<file path="src/rtl/result_demux.sv">
// rtl/result_demux.sv - one-in, N-out result demultiplexer with a one-entry holding slot per channel
// Optional feature: RESULT_DEMUX_DROP_CNT_EN adds a saturating drop_cnt for out-of-range selects.
module result_demux #(
    parameter int WIDTH = 32,
    parameter int N     = 4,
    parameter int SEL_W = 2
) (
    input  logic                 clk,
    input  logic                 rst_n,
    input  logic                 in_valid,
    output logic                 in_ready,
    input  logic [WIDTH-1:0]     in_data,
    input  logic [SEL_W-1:0]     in_sel,
    output logic [N-1:0]         out_valid,
    input  logic [N-1:0]         out_ready,
    output logic [N*WIDTH-1:0]   out_data
`ifdef RESULT_DEMUX_DROP_CNT_EN
    ,
    output logic [7:0]           drop_cnt
`endif
);

    localparam int          SEL_SPAN = 2 ** SEL_W;
    localparam logic [SEL_W:0] N_LIM = (SEL_W + 1)'(N);

    logic [N-1:0]       slot_valid;
    logic [WIDTH-1:0]   slot_data [N];
    logic [SEL_SPAN-1:0] valid_pad;
    logic [SEL_SPAN-1:0] ready_pad;
    logic               sel_legal;
    logic [N-1:0]       load;

    // Pad to the full select range so indexing with any in_sel value is in bounds.
    always_comb begin
        valid_pad          = '0;
        ready_pad          = '0;
        valid_pad[N-1:0]   = slot_valid;
        ready_pad[N-1:0]   = out_ready;
    end

    assign sel_legal = ({1'b0, in_sel} < N_LIM);
    assign in_ready  = sel_legal ? (!valid_pad[in_sel] | ready_pad[in_sel]) : 1'b1;

    always_comb begin
        load = '0;
        for (int k = 0; k < N; k++) begin
            load[k] = in_valid & in_ready & sel_legal & (in_sel == SEL_W'(k));
        end
    end

    // A load takes priority over a drain so a same-cycle refill stays FULL without a bubble.
    always_ff @(posedge clk or negedge rst_n) begin
        if (!rst_n) begin
            slot_valid <= '0;
            for (int k = 0; k < N; k++) begin
                slot_data[k] <= '0;
            end
        end else begin
            for (int k = 0; k < N; k++) begin
                if (load[k]) begin
                    slot_valid[k] <= 1'b1;
                    slot_data[k]  <= in_data;
                end else if (out_ready[k]) begin
                    slot_valid[k] <= 1'b0;
                end
            end
        end
    end

    assign out_valid = slot_valid;

    genvar g;
    generate
        for (g = 0; g < N; g++) begin : g_out
            assign out_data[g*WIDTH +: WIDTH] = slot_data[g];
        end
    endgenerate

`ifdef RESULT_DEMUX_DROP_CNT_EN
    always_ff @(posedge clk or negedge rst_n) begin
        if (!rst_n) begin
            drop_cnt <= '0;
        end else if (in_valid && !sel_legal && drop_cnt != 8'hFF) begin
            drop_cnt <= drop_cnt + 8'd1;
        end
    end
`endif

endmodule

</file>
<file path="config.mk">
export PLATFORM = sky130hd
export DESIGN_NAME = result_demux
export DESIGN_NICKNAME = d
export VERILOG_FILES = /design/src/rtl/result_demux.sv
export SDC_FILE = /design/constraint.sdc
export NUM_CORES = 1
export LEC_CHECK = 0
export BUFFER_PORTS_ARGS = -buffer_cell sky130_fd_sc_hd__buf_2
export CORE_MARGIN = 2
export CORE_UTILIZATION = 53
export CTS_BUF_LIST = sky130_fd_sc_hd__clkbuf_4 sky130_fd_sc_hd__clkbuf_8 sky130_fd_sc_hd__clkbuf_16
export DETAILED_ROUTE_END_ITERATION = 6
export GPL_ROUTABILITY_DRIVEN = 0
export GPL_TIMING_DRIVEN = 0
export PLACE_DENSITY_LB_ADDON = 0.25
export SYNTH_ARGS = -nofsm -noshare
export SYNTH_HDL_FRONTEND = slang
export SYNTH_SLANG_ARGS = --single-unit
</file>
<file path="constraint.sdc">
create_clock -name clk -period 2.5 [get_ports clk]
set_clock_uncertainty 0.2 [all_clocks]
set_input_delay 0 -clock clk [delete_from_list [all_inputs] [get_ports clk]]
set_output_delay 0 -clock clk [all_outputs]
set_load 0.01 [all_outputs]
</file>
==> results.cfg <==
[run_status]
status = complete, no violations

[critical_path]
worst_setup_path_end_kind = flip-flop
slowest_delay_ps = 560
cp_cell_sequence = nand2b_1 -> nor3b_4 -> buf_6 -> mux2_2 -> dlygate4sd3_1
crit_type = flip-flop to flip-flop
startpoint_type = flip-flop
critPathSlowestCell = dlygate4sd3_1
r2r_slack_ps = 250
crit_path_max_fanout = 10
critPathArrivalTime_ps = 2430
required_ps = 2680

[sta]
period_share_pct = 89.9
worst_pin_slew_ps = 573
slew_viol_final = 0
fmax_ghz = 0.445
setup_tns_ps = 0
setup_viol = 0
fin_crit_ps = 2250
relSlewSlack_pct = 61.8
hold_viol = 0
setup_ws_ps = 252
grt_setup_unrepaired = no

[detailed_routing]
wl_met2_mm = 6.09
avgRoutedWirePerCell_um = 18.0
drt-met1-wl_mm = 4.84
drc = 0
top_layer_used = met4
totalWireLength_mm = 11.8
via_count = 3360
wl_met3_um = 641
detail-route-antenna-nets = 0
drtIter0Drc = 46
dr.pass1.iters = 4
drt-vias-per-instance = 5.13

[clock_network]
tritoncts = yes
post-cts-setup-buffer-count = 0
cts-root-buf = clkbuf_8
holdBufCountCts = 48
cts_max_path_buffers = 2
clk_pin_slew_ps = 60
cts_sinks = 132
insertion_delay_ps = 500
postCtsResizedCells = 0
htreeDepth = 4
cts_inserted_buffers = 17

[hold_path]
hp-class = input pin to flip-flop

[global_route]
overflow = 0
grt_pass1_wl_mm = 18.7
antenna_found_initial = 0
grt_start_max_net_pins = 73
grt_pass1_vias = 3707
grt_use_total_pct = 24.1

[logic_synthesis]
yosys.cell_count.top_type = dfrtp_1
synth_edf_count = 0
syn_area_um2 = 5000
synth_fp_nets = 333
ys_top_cells_by_area = dfrtp_1 (66%), mux2_2 (28%), buf_6 (2.0%), mux2_1 (0.90%), buf_2 (0.50%)
synth_top_area_share_pct = 66.1
ys_seq_area_share_pct = 66.1
syn_avg_cell_area_um2 = 17.1
ys_warn_count = 0
synthCells = 292
ys_ff_latch = 132
synth-async-reset-ratio_pct = 100
synth_top_area_cell = dfrtp_1
synth_commonest_cells = dfrtp_1 (132), mux2_2 (124), buf_6 (9)
ys_types = 16
synth_ff_type = dfrtp_1

[power_and_ir_drop]
cellPowerDensity_nw_per_um2 = 947
ir_worst_vdd_mv = 0.646
leakagePower_uw = 0.00341
power.total_uw = 6750

[floorplanning]
die_h_um = 101
initial_utilization_pct = 54.4
coreArea_um2 = 9200
die_w_um = 101
die_area_um2 = 10200
rows = 35
io_pins = 174

[finish]
fin_util_pct = 77.5
drive_gt1_share_pct = 63.6
layout.cells.non_filler = 655
area_growth_pct = 42.6
final_nets = 573
diodes = 0

[place]
dpl_worst_slack_ps = 681
dp.cells = 576
io_buffers = 172
hpwl_mm = 7.62

[job]
drv_cap = 0
-- registers in the layout, indices dropped and copies added, names as in the netlist --
name       cells
out_data     128
out_valid      4
-- path summary, 6_finish.rpt --
check,start,depth (start not counted),end
setup reg to reg,out_valid[1],5,out_data[59]
max in group asynchronous,rst_n,4,out_data[96]
setup / recovery,out_valid[1],5,out_data[59]
min in group asynchronous,rst_n,3,out_data[14]
hold / removal,in_data[6],3,out_data[70]
hold reg to reg,out_data[70],1,out_data[70]
-- logic make-up (layout without fill, tap and decap cells) --
family          Yosys count  after routing  synth area share, %
buf+inv                  15            267                 2.63
mux                     129            129                 29.3
flops                   132            132                 66.1
compound gates            1              1                0.100
simple gates             15             15                 1.93
-- final cells by class --
type,count,area (um^2)
timing repair buffer,221,1380
clock buffer,19,435
fill,573,2070
tap,111,139
clock inverter,12,180
buffer,15,131
multi-input combinational,145,1570
sequential,132,3300
-- placed cells by master (no fill, tap or decap), drive strengths merged --
cell / n
bufinv: 4
nand3: 1
nor2b: 2
nand2: 5
inv: 1
nand3b: 1
clkbuf: 20
nor3b: 1
mux2: 128
dlygate4sd3: 48
clkinv: 5
nand2b: 4
clkinvlp: 2
and3: 1
o21ai: 1
buf: 187
dfrtp: 132
mux4: 1
-- critical path, delay by kind of cell, from the launching register on --
kind	cells	cell delay [ps]
mux	1	350
flops	1	370
simple gates	2	430
buf+inv	2	780
-- through the flow --
stage | cell area [um^2] | hold slack, ps
finish | 7130 | 97.4
detailed placement | 6030 | -188
floorplan | 5000 | -496
CTS | 7130 | 80.4
global route | 7130 | 105
global placement | 6000 | 55.4
-- power breakdown --
group	internal (uW)	switching (uW)	total (uW)	leakage, uW
Combinational	743	667	1410	0.00154
Clock	1650	882	2540	0.000298
Sequential	2580	224	2810	0.00157
Total	4980	1770	6750	0.00341
-- per-layer routing --
layer / track usage, % / vias to the layer above
met2: 42.2 / 113
met3: 6.66 / 20
li1: - / 1521
met4: 8.94 / 0
met5: 0 / -
met1: 28.6 / 1706
No activity file was read; power rests on OpenSTA's default activity.
